--- src/rtl/operand_pkg.sv ---
// Shared decode definitions for the ID-stage operand generator: MIPS opcode and
// funct constants, operand-select and immediate-extension enums, and the decoder.
package operand_pkg;

  // Primary opcodes, taken from inst[31:26]
  localparam logic [5:0] OP_SPECIAL = 6'h00;
  localparam logic [5:0] OP_ADDIU   = 6'h09;
  localparam logic [5:0] OP_ANDI    = 6'h0C;
  localparam logic [5:0] OP_ORI     = 6'h0D;
  localparam logic [5:0] OP_XORI    = 6'h0E;
  localparam logic [5:0] OP_LUI     = 6'h0F;

  // SPECIAL funct codes that use shamt as their first operand
  localparam logic [5:0] FN_SLL = 6'h00;
  localparam logic [5:0] FN_SRL = 6'h02;
  localparam logic [5:0] FN_SRA = 6'h03;

  // How the 16-bit immediate is widened to the datapath width
  typedef enum logic [1:0] {
    EXT_SIGN,
    EXT_ZERO,
    EXT_UPPER
  } ext_mode_e;

  // Source of operand_1
  typedef enum logic [1:0] {
    OP1_ZERO,
    OP1_RS,
    OP1_SHAMT
  } op1_sel_e;

  // Source of operand_2
  typedef enum logic [1:0] {
    OP2_ZERO,
    OP2_RT,
    OP2_IMM
  } op2_sel_e;

  // Destination register field
  typedef enum logic [1:0] {
    WA_NONE,
    WA_RD,
    WA_RT
  } waddr_sel_e;

  // Everything the datapath needs to know about one instruction
  typedef struct packed {
    op1_sel_e   op1_sel;
    op2_sel_e   op2_sel;
    ext_mode_e  ext_mode;
    waddr_sel_e waddr_sel;
    logic       use_rs;
    logic       use_rt;
  } dec_t;

  // True for the three shift-by-immediate SPECIAL functions
  function automatic logic is_shamt_shift(input logic [5:0] funct);
    return (funct == FN_SLL) || (funct == FN_SRL) || (funct == FN_SRA);
  endfunction

  // Map op/funct to operand selects; unknown opcodes produce all-zero operands
  // and touch no sources, so they can never stall the pipe.
  function automatic dec_t decode_inst(input logic [5:0] op, input logic [5:0] funct);
    dec_t d;
    d.op1_sel   = OP1_ZERO;
    d.op2_sel   = OP2_ZERO;
    d.ext_mode  = EXT_ZERO;
    d.waddr_sel = WA_NONE;
    d.use_rs    = 1'b0;
    d.use_rt    = 1'b0;
    case (op)
      OP_SPECIAL: begin
        d.op2_sel   = OP2_RT;
        d.use_rt    = 1'b1;
        d.waddr_sel = WA_RD;
        if (is_shamt_shift(funct)) begin
          d.op1_sel = OP1_SHAMT;
        end else begin
          d.op1_sel = OP1_RS;
          d.use_rs  = 1'b1;
        end
      end
      OP_ADDIU: begin
        d.op1_sel   = OP1_RS;
        d.op2_sel   = OP2_IMM;
        d.ext_mode  = EXT_SIGN;
        d.waddr_sel = WA_RT;
        d.use_rs    = 1'b1;
      end
      OP_ANDI, OP_ORI, OP_XORI: begin
        d.op1_sel   = OP1_RS;
        d.op2_sel   = OP2_IMM;
        d.ext_mode  = EXT_ZERO;
        d.waddr_sel = WA_RT;
        d.use_rs    = 1'b1;
      end
      OP_LUI: begin
        d.op1_sel   = OP1_ZERO;
        d.op2_sel   = OP2_IMM;
        d.ext_mode  = EXT_UPPER;
        d.waddr_sel = WA_RT;
      end
      default: begin
        d.op1_sel = OP1_ZERO;
      end
    endcase
    return d;
  endfunction

endpackage

--- src/rtl/operand_bypass.sv ---
// Per-source bypass network: resolves one register read against the EX and MEM
// pending writes and flags a read-after-write hazard that must stall ID.
// Build option: OPGEN_FWD_EN enables EX/MEM forwarding; without it every
// matching in-flight write stalls and the operand always comes from the RF.
module operand_bypass #(
  parameter int DATA_W     = 32,
  parameter int REG_ADDR_W = 5
) (
  input  logic [REG_ADDR_W-1:0] src_addr,
  input  logic                  src_used,
  input  logic [DATA_W-1:0]     rf_rdata,
  input  logic                  ex_wen,
  input  logic                  ex_is_load,
  input  logic [REG_ADDR_W-1:0] ex_waddr,
  input  logic [DATA_W-1:0]     ex_wdata,
  input  logic                  mem_wen,
  input  logic [REG_ADDR_W-1:0] mem_waddr,
  input  logic [DATA_W-1:0]     mem_wdata,
  output logic [DATA_W-1:0]     fwd_data,
  output logic                  hazard
);

  logic src_live;
  logic ex_match;
  logic mem_match;

  // r0 and unused fields never take part in hazard or bypass decisions
  assign src_live  = src_used && (src_addr != '0);
  assign ex_match  = src_live && ex_wen  && (ex_waddr  == src_addr);
  assign mem_match = src_live && mem_wen && (mem_waddr == src_addr);

`ifdef OPGEN_FWD_EN
  // A load in EX has no data yet, so only that case stalls
  assign hazard = ex_match && ex_is_load;

  // Youngest producer wins: EX ALU result, then MEM, then the register file
  always_comb begin
    fwd_data = rf_rdata;
    if (src_addr == '0) begin
      fwd_data = '0;
    end else if (ex_match && !ex_is_load) begin
      fwd_data = ex_wdata;
    end else if (mem_match) begin
      fwd_data = mem_wdata;
    end
  end
`else
  logic unused_fwd_inputs;

  // Without a bypass path every in-flight write to the source must drain first
  assign hazard = ex_match || mem_match;

  // Register file only; r0 is forced to zero whatever the array returns
  always_comb begin
    fwd_data = rf_rdata;
    if (src_addr == '0) begin
      fwd_data = '0;
    end
  end

  assign unused_fwd_inputs = ^{ex_is_load, ex_wdata, mem_wdata};
`endif

endmodule

--- src/rtl/operand_gen_pipe.sv ---
// ID-stage operand generator: decodes the instruction, selects operand_1 and
// operand_2 from register file / immediate / shamt, resolves RAW hazards via
// operand_bypass and registers the result into ID/EX with valid/ready.
// Build option: OPGEN_FWD_EN (see operand_bypass) selects forwarding vs
// stall-only hazard handling.
module operand_gen_pipe
  import operand_pkg::*;
#(
  parameter int DATA_W     = 32,
  parameter int REG_ADDR_W = 5,
  parameter int CNT_W      = 16
) (
  input  logic                  clk,
  input  logic                  rst_n,
  input  logic                  in_valid,
  output logic                  in_ready,
  input  logic [31:0]           in_inst,
  input  logic                  flush,
  output logic [REG_ADDR_W-1:0] rf_raddr_1,
  output logic [REG_ADDR_W-1:0] rf_raddr_2,
  input  logic [DATA_W-1:0]     rf_rdata_1,
  input  logic [DATA_W-1:0]     rf_rdata_2,
  input  logic                  ex_wen,
  input  logic                  ex_is_load,
  input  logic [REG_ADDR_W-1:0] ex_waddr,
  input  logic [DATA_W-1:0]     ex_wdata,
  input  logic                  mem_wen,
  input  logic [REG_ADDR_W-1:0] mem_waddr,
  input  logic [DATA_W-1:0]     mem_wdata,
  output logic                  out_valid,
  input  logic                  out_ready,
  output logic [5:0]            out_op,
  output logic [5:0]            out_funct,
  output logic [REG_ADDR_W-1:0] out_waddr,
  output logic [DATA_W-1:0]     out_operand_1,
  output logic [DATA_W-1:0]     out_operand_2,
  output logic [CNT_W-1:0]      stall_cnt
);

  // Instruction fields
  logic [5:0]            inst_op;
  logic [5:0]            inst_funct;
  logic [REG_ADDR_W-1:0] inst_rs;
  logic [REG_ADDR_W-1:0] inst_rt;
  logic [REG_ADDR_W-1:0] inst_rd;
  logic [4:0]            inst_shamt;
  logic [15:0]           inst_imm;
  dec_t                  dec;

  assign inst_op    = in_inst[31:26];
  assign inst_funct = in_inst[5:0];
  assign inst_rs    = REG_ADDR_W'(in_inst[25:21]);
  assign inst_rt    = REG_ADDR_W'(in_inst[20:16]);
  assign inst_rd    = REG_ADDR_W'(in_inst[15:11]);
  assign inst_shamt = in_inst[10:6];
  assign inst_imm   = in_inst[15:0];
  assign dec        = decode_inst(inst_op, inst_funct);

  assign rf_raddr_1 = inst_rs;
  assign rf_raddr_2 = inst_rt;

  // Source 0 is rs, source 1 is rt
  logic [REG_ADDR_W-1:0] src_addr [2];
  logic [DATA_W-1:0]     src_rf   [2];
  logic [DATA_W-1:0]     src_data [2];
  logic [1:0]            src_used;
  logic [1:0]            src_hazard;
  logic                  hazard;

  assign src_addr[0] = inst_rs;
  assign src_addr[1] = inst_rt;
  assign src_rf[0]   = rf_rdata_1;
  assign src_rf[1]   = rf_rdata_2;
  assign src_used    = {dec.use_rt, dec.use_rs};

  genvar gi;
  generate
    for (gi = 0; gi < 2; gi++) begin : g_src
      operand_bypass #(
        .DATA_W     (DATA_W),
        .REG_ADDR_W (REG_ADDR_W)
      ) u_bypass (
        .src_addr   (src_addr[gi]),
        .src_used   (src_used[gi]),
        .rf_rdata   (src_rf[gi]),
        .ex_wen     (ex_wen),
        .ex_is_load (ex_is_load),
        .ex_waddr   (ex_waddr),
        .ex_wdata   (ex_wdata),
        .mem_wen    (mem_wen),
        .mem_waddr  (mem_waddr),
        .mem_wdata  (mem_wdata),
        .fwd_data   (src_data[gi]),
        .hazard     (src_hazard[gi])
      );
    end
  endgenerate

  assign hazard = |src_hazard;

  // Widen the immediate according to the opcode's extension mode
  logic [DATA_W-1:0] imm_ext;
  always_comb begin
    imm_ext = '0;
    case (dec.ext_mode)
      EXT_SIGN:  imm_ext = DATA_W'($signed(inst_imm));
      EXT_ZERO:  imm_ext = DATA_W'(inst_imm);
      EXT_UPPER: imm_ext = DATA_W'({inst_imm, 16'h0000});
      default:   imm_ext = '0;
    endcase
  end

  // Operand and destination select for the instruction currently in ID
  logic [DATA_W-1:0]     op1_sel;
  logic [DATA_W-1:0]     op2_sel;
  logic [REG_ADDR_W-1:0] waddr_sel;
  always_comb begin
    op1_sel   = '0;
    op2_sel   = '0;
    waddr_sel = '0;
    case (dec.op1_sel)
      OP1_RS:    op1_sel = src_data[0];
      OP1_SHAMT: op1_sel = DATA_W'(inst_shamt);
      default:   op1_sel = '0;
    endcase
    case (dec.op2_sel)
      OP2_RT:  op2_sel = src_data[1];
      OP2_IMM: op2_sel = imm_ext;
      default: op2_sel = '0;
    endcase
    case (dec.waddr_sel)
      WA_RD:   waddr_sel = inst_rd;
      WA_RT:   waddr_sel = inst_rt;
      default: waddr_sel = '0;
    endcase
  end

  // ID/EX register state
  logic                  out_valid_q, out_valid_d;
  logic [5:0]            out_op_q, out_op_d;
  logic [5:0]            out_funct_q, out_funct_d;
  logic [REG_ADDR_W-1:0] out_waddr_q, out_waddr_d;
  logic [DATA_W-1:0]     out_op1_q, out_op1_d;
  logic [DATA_W-1:0]     out_op2_q, out_op2_d;
  logic [CNT_W-1:0]      stall_cnt_q, stall_cnt_d;
  logic                  capture;

  // Accept only when not flushing, no hazard, and the ID/EX slot is free or draining
  assign in_ready = !flush && !hazard && (!out_valid_q || out_ready);
  assign capture  = in_valid && in_ready;

  // Next-state for the ID/EX slot: flush kills, capture fills, consume empties
  always_comb begin
    out_valid_d = out_valid_q;
    out_op_d    = out_op_q;
    out_funct_d = out_funct_q;
    out_waddr_d = out_waddr_q;
    out_op1_d   = out_op1_q;
    out_op2_d   = out_op2_q;
    if (flush) begin
      out_valid_d = 1'b0;
    end else if (capture) begin
      out_valid_d = 1'b1;
      out_op_d    = inst_op;
      out_funct_d = inst_funct;
      out_waddr_d = waddr_sel;
      out_op1_d   = op1_sel;
      out_op2_d   = op2_sel;
    end else if (out_valid_q && out_ready) begin
      out_valid_d = 1'b0;
    end
  end

  // Saturating count of cycles an offered instruction is held by a hazard
  always_comb begin
    stall_cnt_d = stall_cnt_q;
    if (in_valid && hazard && (stall_cnt_q != {CNT_W{1'b1}})) begin
      stall_cnt_d = stall_cnt_q + CNT_W'(1);
    end
  end

  // State registers; reset drops any held or stalled instruction
  always_ff @(posedge clk or negedge rst_n) begin
    if (!rst_n) begin
      out_valid_q <= 1'b0;
      out_op_q    <= '0;
      out_funct_q <= '0;
      out_waddr_q <= '0;
      out_op1_q   <= '0;
      out_op2_q   <= '0;
      stall_cnt_q <= '0;
    end else begin
      out_valid_q <= out_valid_d;
      out_op_q    <= out_op_d;
      out_funct_q <= out_funct_d;
      out_waddr_q <= out_waddr_d;
      out_op1_q   <= out_op1_d;
      out_op2_q   <= out_op2_d;
      stall_cnt_q <= stall_cnt_d;
    end
  end

  assign out_valid     = out_valid_q;
  assign out_op        = out_op_q;
  assign out_funct     = out_funct_q;
  assign out_waddr     = out_waddr_q;
  assign out_operand_1 = out_op1_q;
  assign out_operand_2 = out_op2_q;
  assign stall_cnt     = stall_cnt_q;

endmodule

--- config.mk ---
export PLATFORM = sky130hd
export DESIGN_NAME = operand_gen_pipe
export DESIGN_NICKNAME = d
export VERILOG_FILES = /design/src/rtl/operand_pkg.sv /design/src/rtl/operand_bypass.sv /design/src/rtl/operand_gen_pipe.sv
export SDC_FILE = /design/constraint.sdc
export NUM_CORES = 1
export LEC_CHECK = 0
export ABC_AREA = 1
export CORE_ASPECT_RATIO = 0.75
export CORE_UTILIZATION = 41
export CTS_BUF_LIST = sky130_fd_sc_hd__clkbuf_16
export DETAILED_ROUTE_END_ITERATION = 7
export PLACE_DENSITY = 0.81
export SLEW_MARGIN = 15
export SYNTH_ARGS = -nofsm -noshare
export SYNTH_HDL_FRONTEND = slang
export SYNTH_SLANG_ARGS = --single-unit
--- constraint.sdc ---
create_clock -name clk -period 2.1 [get_ports clk]
set_input_delay 0.42 -clock clk [delete_from_list [all_inputs] [get_ports clk]]
set_output_delay 0.42 -clock clk [all_outputs]
set_load 0.005 [all_outputs]
==> flow_metrics.tcl <==
set metrics [dict create \
    status "finished, final reports clean" \
    power_switching_uw 1150 \
    p_seq_frac 0.458 \
    power_frac_comb 0.180 \
    critical_path_required_ns 2.38 \
    drive_gt1_frac 0.119 \
    synth-seq-area-share 0.418 \
    maxCapViolations 0 \
    htree_num_levels 3 \
    rsz0062_at_grt "yes" \
    dp_worst_setup_slack_ns -0.571 \
    tritoncts "done" \
    grt_pass1_vias 5938 \
    syn_area_per_cell_um2 6.95 \
    crit_slowest_cell "or2_4" \
    fmax_ghz 0.498 \
    intPower_uw 3150 \
    syn_nets 1027 \
    cts_buffers 9 \
    grt_pass1_wl_mm 30.9 \
    wl_met3_mm 1.89 \
    diodes 0 \
    cp.arrival_ns 2.29 \
    hold_violations 0 \
    path_cells "clkdlybuf4s15_2, or2_4, nor2_4, nand2_2, buf_4, nand2_1, ha_4, nor2_4, clkbuf_16, nand3_1, inv_1, nand2_1, nand2_1" \
    ys_seq_elements 98 \
    portBuffers 221 \
    p_sw_frac 0.267 \
    irDropWorstVdd_uv 414 \
    start_util 0.424 \
    cts_root_buffer "clkbuf_16" \
    grt_max_degree 55 \
    hold_path_class "in -> async" \
    ant_nets 0 \
    final_nets 1281 \
    setup_ws_ns 0.0916 \
    wl_met1_mm 8.74 \
    die_h_um 106 \
    finalSetupViolCount 0 \
    io_pins 287 \
    worstSetupStartpointType "input port" \
    die_w_um 140 \
    final_common_cell "nand2_1" \
    skew_ns 0.00569 \
    wl_mm 19.6 \
    grt-ovfl-total 0 \
    fillers 1209 \
    clock_sinks 98 \
    vias 6329 \
    dr_wl_met2_mm 8.68 \
    critical_path.top_delay_family "simple AND/OR/NAND/NOR gates" \
    slew_violations 0 \
    power.total_uw 4290 \
    dr.first_iter.drc_count 441 \
    routed_via_density 4.96 \
    crit_fanout 7 \
    slew_headroom 0.619 \
    post-route-util 0.650 \
    yosysTopAreaCellShare 0.418 \
    clockPowerShare 0.362 \
    worst_path_largest_cell_delay_ns 0.26 \
    crit_buf_inv 4 \
    clk_pin_slew_ns 0.07 \
    synth_cell_types 33 \
    fin_crit_sh 0.956 \
    dr.pass1.iters 5 \
    wl_per_cell_um 15.4 \
    drc 0 \
    die-area_um2 14800 \
    p_per_area_nw_per_um2 477 \
    rows 37 \
    hpwl_mm 14.5 \
    p_leak_uw 0.00455 \
    setup_tns_ns 0 \
    synth_cells 844 \
    area_growth_pct 53.4 \
    synth_area_leaders "dfrtp_1 42%, nand2_1 25%, nand3_1 7.9%" \
    crit_top_cell "nand2_1" \
    crit_type "in -> reg" \
    gp_congestion 0.911 \
    synth_top_area_cell "dfrtp_1" \
    clock_latency_ns 0.34 \
    syn_area_um2 5870 \
    worst_slew_pin_slew_ns 0.572 \
    antenna_found_initial 0 \
    routed.top_layer "met4" \
    period_needed_ns 2.01 \
    end_kind "flip-flop" \
    grtUsageTotal 0.267 \
    core_area_um2 13800 \
    yosys_warnings 0 \
    cts.path.max_buffers 2 \
    final_cell_mix "395 x nand2_1, 186 x clkdlybuf4s50_1, 98 x dfrtp_1, 91 x nand3_1, 76 x inv_1" \
]
[cells by family after synthesis]
| kind of cell | after synthesis | synth area share |
|---|---|---|
| buffers and inverters | 131 | 0.114 |
| flip-flops | 98 | 0.418 |
| AND/OR/NAND/NOR | 546 | 0.389 |
| XOR/XNOR | 13 | 0.0194 |
| AO/OA/AOI/OAI | 51 | 0.0495 |
| adder cells (fa/ha/maj) | 5 | 0.0107 |
[sequential cells by signal, indices dropped and copies added, names as in the netlist]
name / cells
out_valid: 1
out_operand_1: 32
out_op: 6
out_operand_2: 32
out_funct: 6
stall_cnt: 16
out_waddr: 5
[metrics by stage]
step	cells	area, um^2	hold slack, ns
final	1277	9000	0.0621
after global routing	1277	9000	0.0755
after CTS	1273	8910	0.0661
after detailed placement	1254	8600	0.438
after global placement	1254	8600	0.433
after floorplan	844	5880	0.124
[power groups by stage]
stage	Sequential (uW)	Clock [uW]	Combinational, uW
after floorplan	2000	0	250
after global placement	2000	0	773
after detailed placement	2000	0	777
after global routing	1970	1670	840
final	1970	1550	773
after CTS	1970	1590	769
[cell usage after synthesis]
cell,count
nand2_1,398
dfrtp_1,98
nand3_1,93
inv_1,81
a21oi_1,29
nor2_1,24
buf_6,18
clkbuf_1,16
a31oi_1,11
buf_4,11
xor2_1,11
nor3_1,10
nand2_2,7
ha_1,5
o21ai_2,4
buf_1,3
nand4_1,3
o21ai_0,3
nand3b_1,2
nor2_2,2
o21ai_1,2
xnor2_1,2
a21oi_2,1
and2_1,1
buf_2,1
inv_2,1
nand3_4,1
nand4_4,1
nor2_4,1
nor2_8,1
nor4_1,1
o211ai_1,1
or2_4,1
[final cells by class]
cell class / count / area [um^2] / share of cell area
Timing Repair Buffer: 292 / 2940 / 0.326
Multi-Input combinational cell: 615 / 2820 / 0.313
Clock inverter: 6 / 42.5 / 0.00472
Inverter: 82 / 308 / 0.0342
Tap cell: 175 / 219 / 0.0243
Clock buffer: 9 / 225 / 0.0250
Sequential cell: 98 / 2450 / 0.272
[timing repair]
action                                  CTS  global route
endpoints found under the setup margin   37            27
pin swaps                                18             3
hold endpoints to repair                  0             0
buffers inserted                          4             1
hold buffers                              0             0
cloned                                    0             3
gates resized for setup                  68            10
[path summary, 6_finish.rpt]
check | startpoint | cells after the start | slack [ns] | to
setup / recovery | in_inst[29] | 13 | 0.09 | out_operand_1[13]
hold / removal | rst_n | 2 | 0.06 | out_operand_2[12]
setup reg to reg | stall_cnt[0] | 7 | 0.40 | stall_cnt[11]
hold reg to reg | out_operand_2[21] | 2 | 0.48 | out_operand_2[21]
max in group asynchronous | rst_n | 2 | 1.51 | out_operand_1[19]
min in group clk | in_inst[30] | 3 | 0.35 | out_op[4]
[layer usage]
| metal | vias up | global-route usage |
|---|---|---|
| li1 | 3119 | - |
| met1 | 2894 | 0.376 |
| met2 | 288 | 0.400 |
| met3 | 28 | 0.0759 |
| met4 | 0 | 0.0714 |
| met5 | - | 0 |
Power figures use the tool's default switching activity.
